$ cat src/rtl/pipe_stage_reg.sv
// pipe_stage_reg: valid/ready pipeline stage register with sync flush, saturating stall counter and optional skid entry
// Optional feature macro: PIPE_SKID_EN adds a one-beat skid entry so in_ready is registered
// (no combinational path from out_ready); without it in_ready = out_ready | !out_valid.
// Ports:
//   clk        rising-edge clock
//   rst        async reset, active-high (empties stage, out_data=RESET_VAL, stall_cnt=0)
//   flush      sync clear of stage contents; wins over the handshake, stall_cnt is kept
//   in_valid   upstream data valid
//   in_ready   stage can accept in_data this cycle
//   in_data    upstream payload
//   out_valid  out_data valid
//   out_ready  downstream accepts out_data this cycle
//   out_data   registered payload
//   stall_cnt  saturating count of cycles with out_valid=1 and out_ready=0
module pipe_stage_reg #(
    parameter int               WIDTH     = 32,
    parameter logic [WIDTH-1:0] RESET_VAL = '0,
    parameter int               CNT_W     = 16
) (
    input  logic             clk,
    input  logic             rst,
    input  logic             flush,
    input  logic             in_valid,
    output logic             in_ready,
    input  logic [WIDTH-1:0] in_data,
    output logic             out_valid,
    input  logic             out_ready,
    output logic [WIDTH-1:0] out_data,
    output logic [CNT_W-1:0] stall_cnt
);
    localparam logic [1:0] EMPTY = 2'd0;
    localparam logic [1:0] FULL  = 2'd1;
    localparam logic [1:0] SKID  = 2'd2;
    logic [1:0]       state;
    logic [1:0]       state_nxt;
    logic             accept;
    logic             load;
    logic [WIDTH-1:0] load_data;
    assign out_valid = state != EMPTY;
    assign accept    = in_valid & in_ready;
`ifdef PIPE_SKID_EN
    logic [WIDTH-1:0] skid_data;
    assign in_ready  = state != SKID;
    assign load_data = state == SKID ? skid_data : in_data;
    // Beat accepted while the output is stalled parks in the skid entry.
    always_ff @(posedge clk or posedge rst)
        if (rst)
            skid_data <= RESET_VAL;
        else if (!flush && state == FULL && accept && !out_ready)
            skid_data <= in_data;
`else
    assign in_ready  = out_ready | ~out_valid;
    assign load_data = in_data;
`endif
    // SKID is only reachable when the skid entry exists, since otherwise
    // in_ready is low whenever FULL meets a stalled output.
    always_comb
        state_nxt = flush            ? EMPTY :
                    state == EMPTY   ? (accept ? FULL : EMPTY) :
                    state == FULL    ? (accept ? (out_ready ? FULL : SKID)
                                               : (out_ready ? EMPTY : FULL)) :
                    out_ready        ? FULL : SKID;
    assign load = (state == EMPTY && accept) ||
                  (state == FULL && accept && out_ready) ||
                  (state == SKID && out_ready);
    always_ff @(posedge clk or posedge rst)
        if (rst) begin
            state    <= EMPTY;
            out_data <= RESET_VAL;
        end else begin
            state <= state_nxt;
            if (flush)
                out_data <= RESET_VAL;
            else if (load)
                out_data <= load_data;
        end
    always_ff @(posedge clk or posedge rst)
        if (rst)
            stall_cnt <= '0;
        else if (out_valid && !out_ready && !(&stall_cnt))
            stall_cnt <= stall_cnt + CNT_W'(1);
endmodule
$ cat config.mk
export PLATFORM = sky130hd
export DESIGN_NAME = pipe_stage_reg
export DESIGN_NICKNAME = d
export VERILOG_FILES = /design/src/rtl/pipe_stage_reg.sv
export SDC_FILE = /design/constraint.sdc
export NUM_CORES = 1
export LEC_CHECK = 0
export ABC_AREA = 1
export CELL_PAD_IN_SITES_DETAIL_PLACEMENT = 1
export CELL_PAD_IN_SITES_GLOBAL_PLACEMENT = 2
export CORE_ASPECT_RATIO = 0.6
export CORE_MARGIN = 1
export CORE_UTILIZATION = 31
export DETAILED_ROUTE_END_ITERATION = 8
export DONT_BUFFER_PORTS = 1
export GPL_TIMING_DRIVEN = 0
export PLACE_DENSITY_LB_ADDON = 0.1
export SETUP_SLACK_MARGIN = 0.5
export SLEW_MARGIN = 20
export SYNTH_ARGS = -nofsm -noshare
export SYNTH_HDL_FRONTEND = slang
export SYNTH_SLANG_ARGS = --single-unit
$ cat constraint.sdc
create_clock -name clk -period 1.55 [get_ports clk]
set_input_delay 0.31 -clock clk [delete_from_list [all_inputs] [get_ports clk]]
set_output_delay 0.31 -clock clk [all_outputs]
set_load 0.05 [all_outputs]
### Word-level counts from Yosys, hierarchy flattened

Cells that the tools add are included.

* latch bits: 0
* RAM bits: 0
* word-level logic and storage cells: 32
* memories: 0
* input bits: 37
* bits in registers: 50
* bits in read-only memories: 0

* bitwise gates (word level): 3
* eq/ne operators: 2
* mux-type cells: 9
* div/mod/pow operators: 0
* magnitude comparators: 0
* multiply operators: 0
* shift operators: 0
* reduce and logical (&&, ||, !) cells: 14
* add/sub/neg operators: 1

Operators by type and width (number)
* 32-bit two-way mux: 2
* 16-bit by 1-bit adder with 16-bit output, second input constant: 1
* 16-bit AND reduction: 1
* 2-bit two-way mux: 5
* 1-bit logical AND: 6
* 2-bit nonzero test: 2
* 2-bit by 1-bit == test with 1-bit output, second input constant: 1
* 2-bit == test, second input constant: 1
* 1-bit logical NOT: 2
* 2-bit logical NOT: 1
* 1-bit logical OR: 2
* 1-bit two-way mux: 2
* 1-bit AND: 1
* 1-bit inverter: 1
* 1-bit OR: 1

### Logic depth before layout (Yosys ltp)

Gate-level depths: netlist (run 1).

* word-level depth: 10
* mapped depth: 9
* mapped depth without buffers: 8

### Worst setup path before layout (run 1)

Ideal clock, no wire load.

* path kind: reg-to-reg
* from: reg stall_cnt[1]
* to: reg stall_cnt[10]
* required time: 1.431 ns
* path slack: -0.304 ns
* arrival: 1.734 ns
* path buffers: 1
* setup time: 0.119 ns
* stages on the path, launching flop included: 10
* path through: dfrtp_1 -> ha_1 -> inv_2 -> nor2_4 -> nand2_2 -> nor2_2 -> nor2_2 -> buf_6 -> nand2_2 -> o21ai_2

* cells in the longest elaborated chain, start to end: 3
* elaborated cells on any way between the ends: 4
* those cells by class: 1 x add/sub; 3 x reduce/logical

Ends and longest elaborated chain
* start: declaration: line 29 `output logic [CNT_W-1:0] stall_cnt`
* start signal: assignment: line 81 `stall_cnt <= stall_cnt + CNT_W'(1);`
* parallel branches: the longest is 3 deep, another holds 16-bit by 1-bit adder with 16-bit output

Several ways; the timed one is not identified.
A chain may end at the register's enable or synchronous reset.

### Worst setup path after layout (run 1)

* from: reg stall_cnt[1]
* to: reg stall_cnt[5]

The elaborated chain is that of the path after synthesis.

==> reports/results.ini, run 1 <==
[pwr]
peakVddDrop_uv=729
internal-power_mw=2.47
p_per_area_mw_per_mm2=1340
leakage_nw=1.43
power_mw=4.35
p_comb_share_pct=18.2
seq_power_share_pct=56.0
switching_power_mw=1.88
clkPwrFrac_pct=25.8
switching_share_pct=43.3

[floorplanning]
dieArea_mm2=0.00854
num_rows=25
ioPinCount=87
dieHeight_um=72.0
core_area_mm2=0.00788
initial_core_util_pct=32.1
fp.dieW_um=119

[timing]
slew_headroom_pct=61.6
rsz0062_at_grt=yes
max_freq_mhz=628
setup_viol=21
drv_slew=0
hold_viol_final=0
tightest_slew_ns=0.577
setup_slack_ns=-0.0428
min_period_ns=1.59
hold_ws_ns=0.0646
final.period_utilization_pct=103
tns_ns=-0.484
skew_ns=0.00597

[finish]
multi_input_area_mm2=0.00116
area_delta_synth_final_pct=28.7
utilization_pct=41.3
final-seq-area_mm2=0.00134
diodes=0
drive_gt1_share_pct=41.5
nNetsFinal=375
nFillCells=961

[yosys]
synth_area_leaders=dfrtp_1 49%, nand2_1 9.5%, nand3_1 7.7%
yosysUniqueCellTypes=26
synth.net_count=351
synth.top_cell.area_share_pct=49.4
synth_area_mm2=0.00253
synth_top_area_cell=dfrtp_1
yosys_register_bits=50
ys_seq_area_share_pct=49.4
synth.avg_cell_area_um2=8.11
yosys_warnings=0
synthCells=312

[status]
status=finished with violations
violations=negative setup slack

[routing]
route.detailed.drc=0
first_iter_violations=88
via_count=2148
routed_wl_mm=7.62
drtPass1Iterations=4
wl_per_cell_um=17.1
ant_nets=0
vias_per_cell=4.83

[worst_hold_path]
hold_path_class=input pin to flop

[setup_path]
worstSetupStartpoint=stall_cnt[1]
rr_endpoint=stall_cnt[5]
setup.worst_path.end_class=flop
crit_type=flop to flop
ff2ff_path_depth=8
critPathCapture=stall_cnt[5]
worstPathRequired_ns=1.77
cp.arrival_ns=1.81
rrSetupSlack_ns=-0.04
crit_path_start_kind=flop
rr_startpoint=stall_cnt[1]
cp_max_fo=5

[flow_run]
maxCapViolCount=0

[placement]
place_hpwl_mm=5.52
io_buffer_count=0
gp_congestion=0.689

[global_routing]
grtUsageTotal_pct=18.4
grt_max_degree=24
grt_pass1_vias=2157
grt_pass1_wl_mm=12.0
grt_overflow=0
antenna_found_initial=0

[clock_tree]
cts_made_buffers=5
h-tree-depth=2
clkLatencyLatePin_ns=0.29
path_clk_slew_ns=0.07
cts_sinks=50
cts_max_path_buffers=2
cts_tree=done
clockRootBuffer=clkbuf_16

==> state kept, by name, indices dropped and copies added, names as in the netlist <==
name and cells:
state 2, out_data 32, stall_cnt 16
==> synthesized netlist by cell type <==
cell / count
nand2_2: 11
xor2_1: 2
xnor2_1: 2
clkbuf_1: 3
clkbuf_2: 1
inv_1: 50
buf_6: 4
or2_4: 1
buf_2: 4
nor2_1: 18
ha_1: 2
o21ai_1: 27
nand3_2: 1
nand2_4: 1
o21ai_0: 11
o21ai_2: 9
nor2_2: 2
nand2_1: 64
dfrtp_1: 50
o31ai_1: 1
inv_2: 1
nand4_1: 4
clkinv_1: 1
nand3_1: 39
nor2_4: 2
a21oi_1: 1
==> placed cells by master, fill, tap and decap left out, drive strengths merged, types with 2 or more instances in the layout <==
| cell | netlist | routed |
|---|---|---|
| clkinv | 1 | 3 |
| buf | 8 | 24 |
| nand4 | 4 | 4 |
| nor2 | 22 | 22 |
| dlygate4sd3 | 0 | 2 |
| nand2 | 76 | 76 |
| nand3 | 40 | 40 |
| dfrtp | 50 | 50 |
| ha | 2 | 2 |
| xor2 | 2 | 2 |
| o21ai | 47 | 47 |
| xnor2 | 2 | 2 |
| clkinvlp | 0 | 2 |
| clkbuf | 4 | 8 |
| inv | 51 | 50 |
==> cell families (layout without fill, tap and decap cells) <==
| family | count (synthesis) | after routing | share of synthesized area, % |
|---|---|---|---|
| compound gates | 49 | 49 | 11.1 |
| xor+xnor | 4 | 4 | 1.38 |
| fa+ha+maj | 2 | 2 | 0.988 |
| buf+inv | 64 | 89 | 10.9 |
| flops | 50 | 50 | 49.4 |
| simple gates | 143 | 143 | 26.1 |
==> power groups by stage <==
stage	Sequential [mW]	Combinational, mW	Clock [mW]
floorplan	2.30	0.561	0
global placement	2.39	0.665	0
detailed placement	2.39	0.701	0
CTS	2.40	0.753	1.15
global route	2.48	0.903	1.21
finish	2.44	0.793	1.12
==> area by class of cell <==
class | instances | area share, %
timing repair buffer | 17 | 5.11
clock buffer | 5 | 3.84
clock inverter | 3 | 0.653
inverter | 52 | 6.34
buffer | 12 | 3.34
multi-input combinational | 198 | 35.5
sequential | 50 | 41.1
tap | 108 | 4.15
==> worst min-delay path by stage <==
stage	cells after the start	endpoint	start	slack, ns
after floorplan	1	out_data[0]	rst	0.35
after global placement	1	state[1]	flush	0.37
after detailed placement	1	stall_cnt[1]	rst	0.14
after CTS	1	state[1]	flush	0.06
after global routing	1	state[1]	flush	0.05
final	1	state[1]	flush	0.06
==> critical path, cell delays in order, from the launching register on <==
cell	delay, ns
dfrtp_4	0.56
ha_4	0.18
inv_4	0.03
nor2_4	0.14
nand2_4	0.08
o21ai_4	0.21
buf_6	0.19
nand2_4	0.05
o21ai_2	0.05
==> metal layers <==
layer / vias to the layer above / track usage, % / part of all wire, %
met5: - / 0 / 0
met3: 5 / 6.13 / 6.1
met2: 50 / 25.7 / 42
met1: 1058 / 27.5 / 52
li1: 1035 / - / -
met4: 0 / 3.38 / 0.72
==> stage by stage <==
stage                     std cells  worst slack [ns]  instance area (µm²)
final                           445           -0.0428                 3260
after global routing            445            -0.118                 3260
after CTS                       438            -0.114                 3110
after detailed placement        422            -0.207                 2770
after global placement          420            -0.186                 2730
after floorplan                 312           -0.0526                 2590
==> timing repair <==
item                       CTS  global route
cloned                       1             1
hold buffers                 2             0
buffers inserted             5             6
pin swaps                   16            14
gates resized for setup     56            40
setup endpoints to repair  100           100
hold endpoints to repair     7             0
(Power assumes the default switching activity.)
==> run 2: changes to the inputs <==
CORE_MARGIN = 5   (was 1)
==> reports/results.ini, run 2 (synthesized netlist as in run 1, its figures left out) <==
[routing]
vias_per_cell=4.74
via_count=2081
routed_wl_mm=7.81
wl_per_cell_um=17.8
drtPass1Iterations=4
route.detailed.drc=0
ant_nets=0
first_iter_violations=77

[global_routing]
grt_max_degree=30
grt_pass1_vias=2101
grt_overflow=0
grtUsageTotal_pct=15.3
antenna_found_initial=0
grt_pass1_wl_mm=11.7

[floorplanning]
initial_core_util_pct=32.0
fp.dieW_um=127
ioPinCount=87
core_area_mm2=0.00791
dieHeight_um=80.0
num_rows=25
dieArea_mm2=0.0101

[clock_tree]
clkLatencyLatePin_ns=0.29
clockRootBuffer=clkbuf_16
cts_made_buffers=5
cts_max_path_buffers=2
cts_sinks=50
cts_tree=done
path_clk_slew_ns=0.07
h-tree-depth=2

[finish]
utilization_pct=40.7
final_common_cell=inv_1
stdcell_area_mm2=0.00322
largest_reg_flops=32
area_delta_synth_final_pct=27.3
largest_registers=out_data: 32 flops, stall_cnt: 16 flops, state: 2 flops
regMostFlops=out_data
diodes=0
final_cell_mix=48 x inv_1, 46 x nand2_1, 39 x nand3_1
drive_gt1_share_pct=39.6
nNetsFinal=369

[setup_path]
crit_type=flop to flop
setup.worst_path.end_class=flop
cp_max_fo=5
rr_startpoint=state[1]
worstPathRequired_ns=1.73
rrSetupSlack_ns=-0.14
cp.arrival_ns=1.87
rr_endpoint=state[0]
worstSetupStartpoint=state[1]
crit_path_start_kind=flop
ff2ff_path_depth=7

[worst_hold_path]
hold_path_class=input pin to asynchronous set/reset pin

[pwr]
seq_power_share_pct=56.1
internal-power_mw=2.48
clkPwrFrac_pct=25.0
switching_share_pct=43.1
leakage_nw=1.41
p_per_area_mw_per_mm2=1350
power_mw=4.36
switching_power_mw=1.88
p_comb_share_pct=18.9
peakVddDrop_uv=712

[placement]
io_buffer_count=0
gp_congestion=0.764
dpl_cell_area_mm2=0.00275
place_hpwl_mm=5.63
pre_cts_ws_ns=-0.238

[status]
violations=negative hold slack, negative setup slack
status=finished with violations

[timing]
setup_slack_ns=-0.144
hold_viol_final=21
tightest_slew_ns=0.523
final.period_utilization_pct=109
drv_slew=0
skew_ns=0.00341
setup_viol=18
min_period_ns=1.69
rsz0062_at_grt=yes
max_freq_mhz=590
slew_headroom_pct=65.0
hold_ws_ns=-0.0809

[flow_run]
maxCapViolCount=0

## run 2: changes by cell type in the layout (fill, tap and decap cells not counted), sizes merged
cell / delta
buf: -6
dlygate4sd3: -2
clkbuf: +3
clkinvlp: -1
## run 2: metal layers
| metal | vias to the layer above | GRT usage, % | wire length (µm) |
|---|---|---|---|
| met4 | 0 | 4.18 | 66 |
| met2 | 57 | 20.7 | 3170 |
| met1 | 992 | 21.5 | 3880 |
| li1 | 1025 | - | - |
| met5 | - | 0 | 0 |
| met3 | 7 | 7.22 | 699 |
## run 2: timing repair
item                                    4_1_cts  5_1_grt
endpoints found under the hold margin        21       21
setup buffers                                 3        4
gates resized for setup                      57       40
endpoints found under the setup margin      100      100
cloned                                        2        1
pin swaps                                     5       15
## run 2: worst max-delay path by stage
stage               end  slack (ns)
6_report       state[0]       -0.14
5_1_grt        state[0]       -0.20
4_1_cts        state[0]       -0.20
3_5_place_dp   state[0]       -0.24
3_3_place_gp   state[0]       -0.24
2_1_floorplan  state[0]       -0.05
## run 2: per-stage QoR
step                hold slack [ns]  std cells  TNS (ns)
floorplan                     0.352        312   -0.0526
global placement              0.375        420     -3.66
detailed placement            0.247        421     -3.50
CTS                         -0.0693        434     -1.29
global route                -0.0529        439     -3.82
finish                      -0.0809        439     -1.15
## run 2: area by class of cell
type | count | area (µm²)
fillers | 924 | 4690
flip-flops and latches | 50 | 1340
multi-input cells | 198 | 1160
inverters | 52 | 204
well taps | 108 | 135
clock buffers | 6 | 129
repair buffers | 11 | 120
plain buffers | 12 | 119
clock inverters | 2 | 13.8
## run 2: critical path: stages, from the launching register on
cell	delay, ns
dfrtp_2	0.43
or2_4	0.34
nand2_8	0.19
inv_4	0.05
nor2_4	0.10
ha_4	0.21
o31ai_4	0.18
nor2_1	0.08
## run 2: power by group through the flow
stage	Sequential, mW	Combinational (mW)	Clock [mW]
after floorplan	2.30	0.561	0
after global placement	2.40	0.667	0
after detailed placement	2.40	0.694	0
after CTS	2.41	0.740	1.13
after global routing	2.49	0.910	1.19
final	2.45	0.822	1.09
==> run 3: changes to the inputs <==
CAP_MARGIN = 20   (was default)
GPL_TIMING_DRIVEN = 1   (was 0)
==> reports/results.ini, run 3 (synthesized netlist as in run 1, its figures left out) <==
[status]
status=finished clean

[timing]
tns_ns=0
hold_viol_final=0
final.period_utilization_pct=96.1
drv_slew=0
tightest_slew_ns=0.319
slew_headroom_pct=78.7
setup_viol=0
rsz0062_at_grt=yes
setup_slack_ns=0.0598
min_period_ns=1.49
skew_ns=0.00581
max_freq_mhz=671

[finish]
stdcell_area_mm2=0.00378
drive_gt1_share_pct=47.2
multi_input_area_mm2=0.00122
area_delta_synth_final_pct=49.4
largest_registers=out_data: 32 flops, stall_cnt: 16 flops, state: 2 flops
final-seq-area_mm2=0.00131
diodes=0
nNetsFinal=407
largest_reg_flops=32
regMostFlops=out_data
final_cell_mix=48 x inv_1, 46 x nand2_1, 45 x dfrtp_2
final_common_cell=inv_1
nFillCells=891

[global_routing]
grtUsageTotal_pct=16.7
grt_pass1_vias=2333
grt.busiest_layer=met1
gr-usage-met2_pct=22.5
grt_pass1_wl_mm=12.9
grt_overflow=0
grt_max_degree=35
antenna_found_initial=0
grt_use_met3_pct=6.08
use_met1_pct=24.8

[setup_path]
crit_path_max_incr_delay_ns=0.38
crit_path_start_kind=flop
worstPathRequired_ns=1.24
cp_max_fo=3
cp.arrival_ns=1.18
slowest_stage=dfrtp_1
crit_type=flop to output pin
crit_chain=or2_4, nand2_8, buf_8
setup.worst_path.end_class=output pin

[pwr]
power_mw=5.05
p_per_area_mw_per_mm2=1330
peakVddDrop_uv=758
leakage_nw=1.80

[routing]
routed_wl_mm=8.62
first_iter_violations=131
route.detailed.drc=0
vias_per_cell=4.77
wl_per_cell_um=18.1
ant_nets=0
via_count=2273
drtPass1Iterations=4

[clock_tree]
clockRootBuffer=clkbuf_16
cts_made_buffers=5
h-tree-depth=2
path_clk_slew_ns=0.07
cts_max_path_buffers=2
cts_tree=done
clkLatencyLatePin_ns=0.30
cts_sinks=50

[placement]
gp_congestion=0.751
dpl_cell_area_mm2=0.00294
io_buffer_count=0
place_hpwl_mm=5.79
pre_cts_ws_ns=0.00187

[flow_run]
maxCapViolCount=0

[floorplanning]
ioPinCount=87
fp.dieW_um=127
num_rows=25
initial_core_util_pct=32.0
dieArea_mm2=0.0101
dieHeight_um=80.0
core_area_mm2=0.00791

[worst_hold_path]
hold_path_class=input pin to flop

-- run 3: changes by cell type in the layout (fill, tap and decap cells not counted), moves of 5 or more --
| cell | before | now |
|---|---|---|
| buf_4 | 7 | 23 |
| dfrtp_4 | 11 | 0 |
| buf_6 | 9 | 18 |
| dfrtp_2 | 36 | 45 |
| nand2_2 | 26 | 17 |
| nand2_4 | 3 | 11 |
| buf_12 | 1 | 8 |
| buf_8 | 1 | 6 |
| o21ai_0 | 8 | 3 |
-- run 3: power breakdown --
| part | internal [mW] | leakage [nW] | switching, mW | total (mW) |
|---|---|---|---|---|
| registers | 1.51 | 0.598 | 0.408 | 1.92 |
| logic | 0.804 | 1.12 | 1.18 | 1.98 |
| clock network | 0.616 | 0.0759 | 0.532 | 1.15 |
| total | 2.93 | 1.80 | 2.12 | 5.05 |
-- run 3: through the flow --
step	instances	hold WS, ns	utilization [%]
floorplan	312	0.352	-
global placement	443	0.208	37.2
detailed placement	443	0.214	37.2
CTS	465	0.0495	43.8
global route	477	0.0360	47.8
finish	477	0.0631	47.8
-- run 3: cell type report --
class	instances	share of cell area (%)
clock buffer	5	3.31
clock inverter	3	0.761
inverter	52	5.33
multi-input combinational	198	32.2
sequential	50	34.6
tap	108	3.57
timing repair buffer	61	20.2
-- run 3: layer usage --
metal,up-vias,part of all wire (%)
li1,1104,-
met1,1099,51
met3,5,8.2
met5,-,0
met2,65,41
met4,0,0.63
-- run 3: path summary, 6_finish.rpt --
check,start,to,slack [ns],depth (start not counted)
worst max-delay path,state[0],in_ready,0.06,3
worst min-delay path,flush,state[1],0.06,1
worst max register to register,stall_cnt[0],stall_cnt[15],0.09,10
worst min register to register,stall_cnt[4],stall_cnt[4],0.59,2
max in group asynchronous,rst,out_data[13],0.79,3
min in group asynchronous,rst,stall_cnt[0],0.50,3
-- run 3: repair_timing --
item,in CTS,in global routing
setup buffers,11,8
hold endpoints to repair,16,0
setup endpoints to repair,100,134
gates resized for setup,80,47
hold buffers,1,0
pin swaps,5,14
cloned,2,4
-- run 3: critical path, delay by kind of cell (launching register included) --
family | cells | cell delay, ns
AND/OR/NAND/NOR | 2 | 0.36
flip-flops | 1 | 0.38
buffers and inverters | 1 | 0.14
